===== src/rtl/bt_pkg.sv =====
// Shared constants and state encoding for the RX payload bit packer.
// Build option: PYRX_LENCHK_EN enables the payload length check in pyrx_bit_packer.
package bt_pkg;
   localparam int WORD_W   = 32;
   localparam int ADDR_W   = 8;
   localparam int MAX_BITS = 8192;
   localparam int IDX_W    = $clog2(WORD_W);
   localparam int BITCNT_W = $clog2(MAX_BITS);

   typedef enum logic [1:0] {
      IDLE  = 2'd0,
      PACK  = 2'd1,
      FLUSH = 2'd2,
      DONE  = 2'd3
   } bt_state_e;

   // Byte length to bit count, truncated to the bit counter width.
   function automatic logic [BITCNT_W-1:0] len_to_bits(input logic [9:0] len_bytes);
      return {len_bytes, 3'b000};
   endfunction
endpackage


===== src/rtl/pyrx_bit_packer_if.sv =====
// Decoder-to-packer bit stream plus packer-to-buffer write port.
interface pyrx_bit_packer_if;
   import bt_pkg::*;

   // dec_pybit_vld and py_endp are single-cycle strobes with no back-pressure:
   // the packer samples them on every clk_6M edge and never stalls the decoder.
   logic                dec_py_period;
   logic                dec_pybit;
   logic                dec_pybit_vld;
   logic                py_endp;
   logic                dec_crcgood;
   logic [9:0]          dec_pylenByte;
   logic [ADDR_W-1:0]   rxlnctrl_addr;
   logic [WORD_W-1:0]   rxlnctrl_din;
   logic                rxlnctrl_we;
   logic                rxbsm_valid_p;
   logic                rx_ovf;
   logic                rx_lenerr;

   modport master (
      output dec_py_period, dec_pybit, dec_pybit_vld, py_endp, dec_crcgood, dec_pylenByte,
      input  rxlnctrl_addr, rxlnctrl_din, rxlnctrl_we, rxbsm_valid_p, rx_ovf, rx_lenerr
   );

   modport slave (
      input  dec_py_period, dec_pybit, dec_pybit_vld, py_endp, dec_crcgood, dec_pylenByte,
      output rxlnctrl_addr, rxlnctrl_din, rxlnctrl_we, rxbsm_valid_p, rx_ovf, rx_lenerr
   );
endinterface


===== src/rtl/pyrx_wordacc.sv =====
// 32-bit LSB-first word accumulator: writes one bit at a given index, clear wins.
module pyrx_wordacc
   import bt_pkg::*;
(
   input  logic              clk_6M,
   input  logic              rst,
   input  logic              clr,
   input  logic              wr,
   input  logic [IDX_W-1:0]  idx,
   input  logic              bit_in,
   output logic [WORD_W-1:0] word,
   output logic [WORD_W-1:0] word_nxt
);
   always_comb begin
      word_nxt = word;
      if (wr) word_nxt[idx] = bit_in;
   end

   always_ff @(posedge clk_6M or posedge rst) begin
      if (rst)      word <= '0;
      else if (clr) word <= '0;
      else          word <= word_nxt;
   end
endmodule


===== src/rtl/pyrx_bit_packer.sv =====
// Packs decoded payload bits into 32-bit words for the RX payload buffer.
// Build option: PYRX_LENCHK_EN adds the received-length vs dec_pylenByte check.
module pyrx_bit_packer
   import bt_pkg::*;
(
   input  logic               clk_6M,
   input  logic               rst,
   pyrx_bit_packer_if.slave   bus,
   output bt_state_e          state_dbg
);
   bt_state_e           state, state_nxt;
   logic                py_period_q;
   logic [BITCNT_W-1:0] bitcnt, bitcnt_nxt;
   logic                full;
   logic                crc_q;
   logic                ovf_q;
   logic                lenerr;
   logic                valid_p;
   logic [WORD_W-1:0]   acc_word, acc_word_nxt;

   logic start, accept, drop, word_done, flush_wr, endp_hit;

   assign start      = (state == IDLE) && bus.dec_py_period && !py_period_q;
   assign accept     = (state == PACK) && bus.dec_pybit_vld && !full;
   assign drop       = (state == PACK) && bus.dec_pybit_vld && full;
   assign endp_hit   = (state == PACK) && bus.py_endp;
   assign word_done  = accept && (bitcnt[IDX_W-1:0] == '1);
   assign flush_wr   = (state == FLUSH) && (bitcnt[IDX_W-1:0] != '0);
   assign bitcnt_nxt = bitcnt + BITCNT_W'(accept);

   pyrx_wordacc u_wordacc (
      .clk_6M   (clk_6M),
      .rst      (rst),
      .clr      (start || word_done),
      .wr       (accept),
      .idx      (bitcnt[IDX_W-1:0]),
      .bit_in   (bus.dec_pybit),
      .word     (acc_word),
      .word_nxt (acc_word_nxt)
   );

   always_ff @(posedge clk_6M or posedge rst) begin
      if (rst) state <= IDLE;
      else     state <= state_nxt;
   end

   always_comb begin
      state_nxt = state;
      valid_p   = 1'b0;
      case (state)
         IDLE:  if (start) state_nxt = PACK;
         PACK: begin
            if (bus.py_endp)             state_nxt = FLUSH;
            else if (!bus.dec_py_period) state_nxt = IDLE;
         end
         FLUSH: state_nxt = DONE;
         DONE: begin
            valid_p   = crc_q && !ovf_q && !lenerr;
            state_nxt = IDLE;
         end
         default: state_nxt = IDLE;
      endcase
   end

   // Reset to 1 so a period already high at reset release is not taken as a new start.
   always_ff @(posedge clk_6M or posedge rst) begin
      if (rst) py_period_q <= 1'b1;
      else     py_period_q <= bus.dec_py_period;
   end

   // full marks that bit MAX_BITS-1 was stored; bitcnt has wrapped and further bits are dropped.
   always_ff @(posedge clk_6M or posedge rst) begin
      if (rst) begin
         bitcnt <= '0;
         full   <= 1'b0;
         ovf_q  <= 1'b0;
         crc_q  <= 1'b0;
      end else if (start) begin
         bitcnt <= '0;
         full   <= 1'b0;
         ovf_q  <= 1'b0;
         crc_q  <= 1'b0;
      end else begin
         if (accept) bitcnt <= bitcnt_nxt;
         if (accept && (bitcnt == BITCNT_W'(MAX_BITS - 1))) full <= 1'b1;
         if (drop) ovf_q <= 1'b1;
         if (endp_hit) crc_q <= bus.dec_crcgood;
      end
   end

   always_ff @(posedge clk_6M or posedge rst) begin
      if (rst) begin
         bus.rxlnctrl_we   <= 1'b0;
         bus.rxlnctrl_addr <= '0;
         bus.rxlnctrl_din  <= '0;
      end else begin
         bus.rxlnctrl_we <= word_done || flush_wr;
         if (word_done) begin
            bus.rxlnctrl_addr <= bitcnt[BITCNT_W-1:IDX_W];
            bus.rxlnctrl_din  <= acc_word_nxt;
         end else if (flush_wr) begin
            bus.rxlnctrl_addr <= bitcnt[BITCNT_W-1:IDX_W];
            bus.rxlnctrl_din  <= acc_word;
         end
      end
   end

`ifdef PYRX_LENCHK_EN
   always_ff @(posedge clk_6M or posedge rst) begin
      if (rst)           lenerr <= 1'b0;
      else if (start)    lenerr <= 1'b0;
      else if (endp_hit) lenerr <= (bitcnt_nxt != len_to_bits(bus.dec_pylenByte));
   end
`else
   assign lenerr = 1'b0;
`endif

   assign bus.rx_ovf        = ovf_q;
   assign bus.rx_lenerr     = lenerr;
   assign bus.rxbsm_valid_p = valid_p;
   assign state_dbg         = state;
endmodule


===== src/flat_wrapper.sv =====
// flat-port wrapper written by rule: the top's interface ports become plain ports
module pyrx_bit_packer_flat import bt_pkg::*;
  (clk_6M, rst, state_dbg, bus_dec_py_period, bus_dec_pybit, bus_dec_pybit_vld, bus_py_endp, bus_dec_crcgood, bus_dec_pylenByte, bus_rxlnctrl_addr, bus_rxlnctrl_din, bus_rxlnctrl_we, bus_rxbsm_valid_p, bus_rx_ovf, bus_rx_lenerr);
  pyrx_bit_packer_if bus_i ();
  input  logic clk_6M;
  input  logic rst;
  output bt_state_e state_dbg;
  input wire logic [$bits(bus_i.dec_py_period)-1:0] bus_dec_py_period;
  input wire logic [$bits(bus_i.dec_pybit)-1:0] bus_dec_pybit;
  input wire logic [$bits(bus_i.dec_pybit_vld)-1:0] bus_dec_pybit_vld;
  input wire logic [$bits(bus_i.py_endp)-1:0] bus_py_endp;
  input wire logic [$bits(bus_i.dec_crcgood)-1:0] bus_dec_crcgood;
  input wire logic [$bits(bus_i.dec_pylenByte)-1:0] bus_dec_pylenByte;
  output wire logic [$bits(bus_i.rxlnctrl_addr)-1:0] bus_rxlnctrl_addr;
  output wire logic [$bits(bus_i.rxlnctrl_din)-1:0] bus_rxlnctrl_din;
  output wire logic [$bits(bus_i.rxlnctrl_we)-1:0] bus_rxlnctrl_we;
  output wire logic [$bits(bus_i.rxbsm_valid_p)-1:0] bus_rxbsm_valid_p;
  output wire logic [$bits(bus_i.rx_ovf)-1:0] bus_rx_ovf;
  output wire logic [$bits(bus_i.rx_lenerr)-1:0] bus_rx_lenerr;
  assign bus_i.dec_py_period = bus_dec_py_period;
  assign bus_i.dec_pybit = bus_dec_pybit;
  assign bus_i.dec_pybit_vld = bus_dec_pybit_vld;
  assign bus_i.py_endp = bus_py_endp;
  assign bus_i.dec_crcgood = bus_dec_crcgood;
  assign bus_i.dec_pylenByte = bus_dec_pylenByte;
  assign bus_rxlnctrl_addr = bus_i.rxlnctrl_addr;
  assign bus_rxlnctrl_din = bus_i.rxlnctrl_din;
  assign bus_rxlnctrl_we = bus_i.rxlnctrl_we;
  assign bus_rxbsm_valid_p = bus_i.rxbsm_valid_p;
  assign bus_rx_ovf = bus_i.rx_ovf;
  assign bus_rx_lenerr = bus_i.rx_lenerr;
  pyrx_bit_packer u_core (.clk_6M(clk_6M), .rst(rst), .bus(bus_i), .state_dbg(state_dbg));
endmodule

===== config.mk =====
export PLATFORM = sky130hd
export DESIGN_NAME = pyrx_bit_packer_flat
export DESIGN_NICKNAME = d
export VERILOG_FILES = /design/src/rtl/bt_pkg.sv /design/src/rtl/pyrx_bit_packer_if.sv /design/src/rtl/pyrx_wordacc.sv /design/src/rtl/pyrx_bit_packer.sv /design/src/flat_wrapper.sv
export SDC_FILE = /design/constraint.sdc
export NUM_CORES = 1
export LEC_CHECK = 0
export CORE_MARGIN = 8
export CORE_UTILIZATION = 60
export DETAILED_ROUTE_END_ITERATION = 8
export DONT_BUFFER_PORTS = 1
export PLACE_DENSITY = 0.72
export SLEW_MARGIN = 20
export SYNTH_ARGS = -nofsm -noshare
export SYNTH_HDL_FRONTEND = slang
export SYNTH_SLANG_ARGS = --single-unit

===== constraint.sdc =====
create_clock -name clk_6M -period 9.16 [get_ports clk_6M]
set_clock_uncertainty 0.05 [all_clocks]
set_input_delay 1.832 -clock clk_6M [delete_from_list [all_inputs] [get_ports clk_6M]]
set_output_delay 1.832 -clock clk_6M [all_outputs]
set_load 0.05 [all_outputs]

==> results of run 1 <==
==> per-stage QoR <==
step           std cells  total power, mW  area [sq um]  worst slack [ps]
6_report             427            0.841          4170              5160
5_1_grt              427            0.873          4170              5050
4_1_cts              427            0.847          4170              5220
3_5_place_dp         412            0.590          3980              4840
3_3_place_gp         412            0.586          3970              4860
2_1_floorplan        354            0.565          3940              4890
==> sequential cells by signal (all words and copies together) (netlist names), 8 cells and up, named ones only <==
| register | cells |
|---|---|
| u_core.bus.rxlnctrl_din | 32 |
| u_core.u_wordacc.word | 32 |
| u_core.bitcnt | 13 |
| u_core.bus.rxlnctrl_addr | 8 |
==> final cells by class <==
cell class              count  area share (%)
flip-flops and latches     92            55.3
multi-input cells         236            37.2
clock inverters             5            1.29
clock buffers              10            3.06
repair buffers              2           0.360
inverters                   5           0.481
well taps                  77            2.31
==> cells in the mapped netlist (4+ instances only) <==
cell / number / area [sq um]
a21oi_1: 39 / 195
buf_2: 4 / 20.0
clkbuf_1: 13 / 48.8
dfrtp_1: 91 / 2280
inv_1: 4 / 15.0
mux2_2: 39 / 439
nand2_1: 14 / 52.6
nand3_1: 38 / 190
nand3b_1: 4 / 30.0
nor2_1: 17 / 63.8
nor3_1: 5 / 25.0
o21ai_0: 35 / 175
o31ai_1: 4 / 30.0
==> logic make-up after synthesis <==
logic type,after synthesis
fa+ha+maj,2
mux,40
other cells,1
flops,92
compound gates,85
xor+xnor,5
simple gates,103
buf+inv,26
==> metal layers <==
layer	vias up	track usage (%)
li1	1253	-
met5	-	0
met4	0	6.63
met2	79	25.2
met3	14	5.41
met1	1355	23.0
==> report_power, final <==
| part | leakage [nW] | internal [mW] | switching, mW | total, mW |
|---|---|---|---|---|
| combinational | 0.552 | 0.0316 | 0.0671 | 0.0988 |
| clock | 0.0959 | 0.124 | 0.136 | 0.260 |
| sequential | 1.27 | 0.424 | 0.0591 | 0.483 |
==> path summary, 6_finish.rpt <==
kind,from,to,slack [ps],depth (start not counted)
worst max register to register,u_core.state_dbg[0]$_DFFE_PP0P_,u_core.bitcnt[10]$_DFFE_PP0P_,5770,8
worst max-delay path,bus_dec_pybit_vld,u_core.bitcnt[10]$_DFFE_PP0P_,5160,8
worst min register to register,u_core.u_wordacc.word[24]$_DFF_PP0_,u_core.bus.rxlnctrl_din[24]$_DFFE_PP0P_,460,1
max in group asynchronous,rst,u_core.bus.rxlnctrl_din[25]$_DFFE_PP0P_,6570,2
worst min-delay path,u_core.u_wordacc.word[24]$_DFF_PP0_,u_core.bus.rxlnctrl_din[24]$_DFFE_PP0P_,460,1
min in group asynchronous,rst,u_core.bus.rxlnctrl_din[0]$_DFFE_PP0P_,1400,1
==> metrics, run 1 <==
status=finished clean; CP Capture Type=flip-flop; leakage=slightly below 2 nW; mux cell area share after synthesis=a little under an eighth; Starting Density=between 60 and 70%; final setup fails=0; Post-Syn Instances=roughly 350; Overflow after GRT=0; First DRT Iteration DRCs=between 100 and 150; Inserted Diodes=0; PwrDens=just over 200 nW/um^2; register area=around 2300 sq um; sequential-to-total area share from yosys stat=approximately 58%; final antenna-violating net count=0; Vias=roughly 2700; hpwl dp=5290 microns; most frequent cells in the layout=dfrtp_1 (91), mux2_2 (39), a21oi_1 (38), nand3_1 (38), o21ai_0 (34); Placer Congestion=between 0.8 and 0.9; CP arrival=roughly 4200 ps; # port buffers=0; later-pin clock latency in the skew report=about 360 ps; Layout Nets=between 300 and 400; Synth Area in XOR/XNOR=under 10%; number of buffers created by CTS=9; Slowest-stage cell, CP=or4_1; area grow syn2layout=5.68%; hold_ws=458 ps; RSZ-0062 raised after global routing=false; post-synth cell types=40; cell family with most CP delay=simple AND/OR/NAND/NOR gates; Compound-Gate Fraction of Synth Area=between 10 and 15%; Tmin final=about 4000 ps; Chip Width=97.1 microns; largest net degree at the start of global routing=50; fraction of layout instances using a drive strength above 1=approximately 19%; Fin Setup TNS=0 ps; initial antenna violation count=0; CP bufs+invs=2; synthesized flop and latch total=between 90 and 100; first-pass GRT wire length=around 13000 microns; Worst VDD drop=between 150 and 200 uV; Fill cells=489; Critical Path, Cell by Cell=nand4bb_1, clkinv_1, ha_1, ha_1, inv_1, or4_1, or3_1, a21oi_1; die area=approximately 9400 sq um; Max Freq=between 200 and 250 MHz; DRC viols=0; Root Buffer=clkbuf_8; all-layer global routing usage=between 10% and 20%; H-tree levels=3; Synthesis Warnings=0; core region area=6350 sq um; wire length per cell=approximately 19 microns; number of global-route vias before repair=2564; syn avg cell area=11.1 sq um; ys flop type=dfrtp_1; worst-margin pin slew=around 1100 ps; postcts setup bufs=0; Die Y-Extent=approximately 97 microns; peak fanout along the critical path=11; largest family of logic cells by synthesized area=simple AND/OR/NAND/NOR gates; Final Hold Fails=0; met3 WL=between 500 and 600 microns; Clock transition at path regs=approximately 90 ps; ys async rst share=100%; Slew HR=between 20% and 30%; Worst Hold Class=flip-flop to flip-flop; Detailed Routing Iterations Pass 1=5; Crit Path Class=primary input to flip-flop; cts hold-fix bufs=0; simple-gate portion of the synthesized area=a little over an eighth; PostCTS Resize Cnt=0; num ports=63; post-DR vias/cell=~6.3; Slew Limit Fails=0; type of element launching the critical path=primary input; Max Used Layer=met4; EDFF count, synth=0; Mapped Nets=roughly 370; Critical Path Most Common Cell=ha_1; synthesized area=between 3000 and 4000 sq um; adder-cell share of the synthesized area=less than 1%; crit-path max cell delay=~630 ps; CTS tree=built; met2 wire length=about 3700 microns; DRT met1 WL=3670 microns; Longest Clk Path Bufs=2; WP data required=9390 ps; Rows=29; combined area of the multi-input logic cells=about 1500 sq um; most common cell after layout, fill and taps aside=dfrtp_1; max-cap viol count=0; Sink Count=92; post-route clock period utilization=a little over two fifths; fin util=~66%; Post-Route WL=8060 microns
Power figures use the tool's default switching activity.
==> run 2, diff against run 1 <==
--- a/config.mk
+++ b/config.mk
@@ -6,10 +6,10 @@
 export NUM_CORES = 1
 export LEC_CHECK = 0
 export CORE_MARGIN = 8
-export CORE_UTILIZATION = 60
+export CORE_UTILIZATION = 56
 export DETAILED_ROUTE_END_ITERATION = 8
 export DONT_BUFFER_PORTS = 1
-export PLACE_DENSITY = 0.72
+export PLACE_DENSITY = 0.7
 export SLEW_MARGIN = 20
 export SYNTH_ARGS = -nofsm -noshare
 export SYNTH_HDL_FRONTEND = slang
==> constraint.sdc (replaced) <==
create_clock -name clk_6M -period 3.3 [get_ports clk_6M]
set_clock_uncertainty 0.05 [all_clocks]
set_input_delay 0.66 -clock clk_6M [delete_from_list [all_inputs] [get_ports clk_6M]]
set_output_delay 0.66 -clock clk_6M [all_outputs]
set_load 0.05 [all_outputs]
==> run 2 against run 1 <==
  * Sequential share of layout area is 1.1 points lower
  * Critical path depth rose by 1
  * Combinational power rose to 3.6 times the previous value
  * First-iteration DRC count is 18% lower
  * Non-clock buffer count is 8 higher
  * Wire length is 0.52% higher
  * Worst hold slack worse by 250 ps
  * Power increased to 2.8 times the previous value
  * Register-to-register slack worse by 5100 ps
  * Critical path type is now flip-flop to flip-flop
  * Largest cell class unchanged
  * Largest power group unchanged
==> metrics, run 2 (synthesis gave the netlist of run 1 again) <==
status=finished clean; Rows=30; Fin Setup TNS=0 ps; Crit Path Class=flip-flop to flip-flop; type of element launching the critical path=flip-flop; Root Buffer=clkbuf_8; Top Usage Layer GRT=met2; max-cap viol count=0; Vias=~2700; largest registers=u_core.bus.rxlnctrl_din x32, u_core.u_wordacc.word x32, u_core.bitcnt x13; Longest Clk Path Bufs=2; Die Y-Extent=between 90 and 100 microns; RR Endpoint=u_core.bitcnt[10]$_DFFE_PP0P_; all-layer global routing usage=about 18%; H-tree levels=3; CTS tree=built; fraction of layout instances using a drive strength above 1=roughly a fifth; PostCTS Resize Cnt=0; first-pass GRT wire length=13800 microns; die area=9980 sq um; cts hold-fix bufs=0; Starting Density=58.0%; Tmin final=2630 ps; DRC viols=0; WP data required=3530 ps; initial antenna violation count=0; RSZ-0062 raised after global routing=false; Inserted Diodes=0; Max Freq=around 380 MHz; num ports=63; PwrDens=about 550 nW/um^2; CP Capture Type=flip-flop; post-DR vias/cell=5.95; worst-margin pin slew=approximately 700 ps; First DRT Iteration DRCs=120; most frequent cells in the layout=dfrtp_1 (91), mux2_2 (39), a21oi_1 (38), nand3_1 (38), o21ai_0 (34); number of buffers created by CTS=9; Clock transition at path regs=80 ps; GR Util met1=between 20% and 30%; grt met2 use=approximately a quarter; hold_ws=210 ps; final antenna-violating net count=0; CP arrival=2860 ps; later-pin clock latency in the skew report=370 ps; R2R cell count=9; FF-to-FF setup slack=670 ps; core region area=6790 sq um; Worst VDD drop=approximately 500 uV; area grow syn2layout=7.84%; Placer Congestion=about 0.85; Post-Route WL=8100 microns; # port buffers=0; Slew HR=a little over half; Layout Nets=373; Slew Limit Fails=0; Final Hold Fails=0; final setup fails=0; peak fanout along the critical path=9; fin area=4250 sq um; Worst Hold Class=primary input to async pin; number of global-route vias before repair=between 2000 and 3000; post-route clock period utilization=between 70% and 80%; Overflow after GRT=0; Fill cells=about 530; most common cell after layout, fill and taps aside=dfrtp_1; met3 Use GR=approximately 4.8%; Critical R2R Launch=u_core.state_dbg[0]$_DFFE_PP0P_; wire length per cell=about 18 microns; leakage=1.96 nW; Sink Count=between 90 and 100; hpwl dp=around 5500 microns; Chip Width=about 100 microns; Detailed Routing Iterations Pass 1=5; postcts setup bufs=0; largest net degree at the start of global routing=55; Post-DP Area=4060 sq um
## run 2: cell count changes in the layout (fill, tap and decap cells not counted), moves of 2 or more
cell / change
buf_4: +7
clkinvlp_4: +3
clkbuf_8: +2
clkinv_2: -2
nor3b_1: +2
nor3b_2: -2
## run 2: where the power goes
group / internal [mW] / switching [mW] / total [mW]
clock network: 0.314 / 0.389 / 0.704
logic: 0.115 / 0.239 / 0.355
registers: 1.18 / 0.108 / 1.29
## run 2: worst max-delay path by stage
stage	start	endpoint	slack [ps]	cells after the start
floorplan	rst	async pin	200	1
global placement	bus_dec_pybit_vld	u_core.bitcnt[10]$_DFFE_PP0P_	680	8
detailed placement	bus_dec_pybit_vld	u_core.bitcnt[10]$_DFFE_PP0P_	600	8
CTS	u_core.state_dbg[0]$_DFFE_PP0P_	u_core.bitcnt[10]$_DFFE_PP0P_	680	9
global route	u_core.state_dbg[0]$_DFFE_PP0P_	u_core.bitcnt[10]$_DFFE_PP0P_	520	9
finish	u_core.state_dbg[0]$_DFFE_PP0P_	u_core.bitcnt[10]$_DFFE_PP0P_	670	9
## run 2: per-stage QoR
stage | setup WS [ps] | total power, mW | std cells | util, %
floorplan | 200 | 1.57 | 354 | -
global placement | 678 | 1.66 | 439 | 59.8
detailed placement | 604 | 1.67 | 439 | 59.8
CTS | 676 | 2.37 | 455 | 62.6
global route | 520 | 2.46 | 455 | 62.6
finish | 668 | 2.34 | 455 | 62.6
## run 2: layout make-up
cell class                 count  area (sq um)  share of cell area [%]
sequential                    92          2300                    54.2
multi-input combinational    236          1530                    36.0
clock buffer                  11           151                    3.56
tap                           96           120                    2.83
timing repair buffer          10          87.6                    2.06
clock inverter                 5          36.3                   0.854
inverter                       5          20.0                   0.471
## run 2: per-layer routing
layer  vias up  wire (microns)
met5         -               0
met4         0             179
met3        19             639
met2        93            3720
met1      1330            3570
li1       1263               -
## run 2: critical path, stage by stage, from the launching register on
cell	delay, ps
dfrtp_1	330
buf_4	220
nand4bb_1	150
clkinv_1	170
ha_1	200
ha_1	170
inv_1	70
or4_1	630
or3_1	380
a21oi_1	160
==> patch (config.mk and constraints of run 1) <==
Add a define of `PYRX_LENCHK_EN`.
--- a/src/rtl/pyrx_bit_packer.sv
+++ b/src/rtl/pyrx_bit_packer.sv
@@ -2,2 +2,4 @@
 // Build option: PYRX_LENCHK_EN adds the received-length vs dec_pylenByte check.
+`define PYRX_LENCHK_EN
+
 module pyrx_bit_packer
Behaviour: not the same (a bounded check fails within 4 cycles, from zero or initial values and one cycle with rst high).
==> patch against run 1 <==
  * Sequential share of layout area decreased by 6.8 points
  * Setup slack improved by 0.10 ns
  * Fmax increased by 2.6%
  * Final cell count rose by 24%
  * Cell area increased by 15%
  * Sequential cell count is 1 higher
  * Register-to-register slack better by 0.23 ns
  * Non-clock buffer count increased by 2
  * First-iteration DRC count down 30%
  * Area after synthesis up 16%
  * Routed wire length is 14% higher
  * Global-route usage increased by 1.6 points
  * Total power increased by 19%
  * Critical path type is now flip-flop to primary output
  * Critical endpoint is now bus_rxbsm_valid_p
  * Largest cell class unchanged
==> patch: results (changes against run 1) <==
[status]
outcome=finished, final reports clean  ; unchanged

[yosys]
synth.area.top_cells=dfrtp_1, mux2_4, nand2_1, o21ai_0, nor2_1  ; was dfrtp_1, mux2_2, a21oi_1, nand3_1, o21ai_0
synthArstFlopShare_pct=100.0  ; unchanged
syn_nets=452  ; was 373
synth_commonest_cells=dfrtp_1, nand2_1, nor2_1  ; was dfrtp_1, a21oi_1, mux2_2
synth-seq-area-share_pct=50.82  ; was 58.44%
synth_cell_types=55  ; was 40

[placed_design]
dpl_cell_area_sq_um=4578  ; was 3984 sq um
dp_slack_ns=5.038  ; was 4.843 ns
dp_hpwl_mm=6.314  ; was 5.294 mm
gp_congestion=0.8356  ; was 0.8849

[min_path]
worstHoldStart=u_core.u_wordacc.word[15]$_DFF_PP0_  ; was u_core.u_wordacc.word[24]$_DFF_PP0_
hold_class=flip-flop to flip-flop  ; unchanged

[pwr]
leakage_nw=2.191  ; was 1.922 nW
pg_clk_w=0.000308  ; was 0.000260 W
ir_worst_vdd_mv=0.1223  ; was 0.1604 mV
p_seq_w=0.000530  ; was 0.000483 W
p_switching_w=0.0003506  ; was 0.0002620 W

[detailed_routing]
routedWlPerCell_um=17.43  ; was 18.87 um
drtIter0Drc=103  ; was 147
via_per_inst=5.877  ; was 6.326
first_pass_iters=4  ; was 5

[critical_path]
path_class=flip-flop to primary output  ; was input port to flip-flop
critPathArrivalTime_ns=2.02  ; was 4.23 ns
timing.critical_path.fanout_max=9  ; was 11

[finish]
final_nets=441  ; was 365
drive_above_1_share_pct=15.22  ; was 18.57%

[global_routing]
grt_pass1_wl_mm=15.50  ; was 13.34 mm
track_usage_pct=18.72  ; was 17.16%
grt_max_degree=48  ; was 50
grt_pass1_vias=3180  ; was 2564

[cts]
clock_path_buffers=2  ; unchanged

[timing]
tightest_slew_ns=0.8832  ; was 1.143 ns

patch: final timing paths:
check / endpoint / slack (ns) / depth (start not counted)
worst max-delay path: bus_rxbsm_valid_p / 5.26 / 2
worst min-delay path: u_core.bus.rxlnctrl_din[15]$_DFFE_PP0P_ / 0.46 / 1
worst max register to register: u_core.bus.rx_lenerr$_DFFE_PP0P_ / 6.00 / 11
worst min register to register: u_core.bus.rxlnctrl_din[15]$_DFFE_PP0P_ / 0.46 / 1
max in group asynchronous: u_core.u_wordacc.word[18]$_DFF_PP0_ / 6.57 / 2
min in group asynchronous: u_core.bus.rxlnctrl_din[18]$_DFFE_PP0P_ / 1.40 / 1
patch: stage by stage:
stage	total power, W	cells	utilization [%]
after floorplan	0.0006705	433	-
after global placement	0.0007007	513	60.50
after detailed placement	0.0007055	513	60.50
after CTS	0.001013	529	63.46
after global routing	0.001047	529	63.46
final	0.001003	529	63.46
patch: critical path: stages (launching register included):
cell      delay, ns
dfrtp_1        0.78
nand4b_1       0.17
nor2_1         0.70
patch: area by class of cell:
class,count,area [sq um]
repair buffers,4,30.03
fillers,629,2765
clock inverters,5,82.58
multi-input cells,308,2068
flip-flops and latches,93,2328
inverters,6,23.77
well taps,102,127.6
clock buffers,11,141.4
patch: kinds of logic after synthesis:
logic type	share of synthesized area [%]
buffers and inverters	4.123
adders and majority gates	0.5461
and+or+nand+nor	17.59
xor gates and xnor gates	3.250
AOI/OAI and AO/OA	10.81
muxes	12.86
DFF	50.82
patch: metal layers:
metal | track usage (%) | routed length, um
met5 | 0 | 0
met4 | 9.455 | 184
met3 | 5.020 | 622
met1 | 23.52 | 4125
met2 | 29.09 | 4290
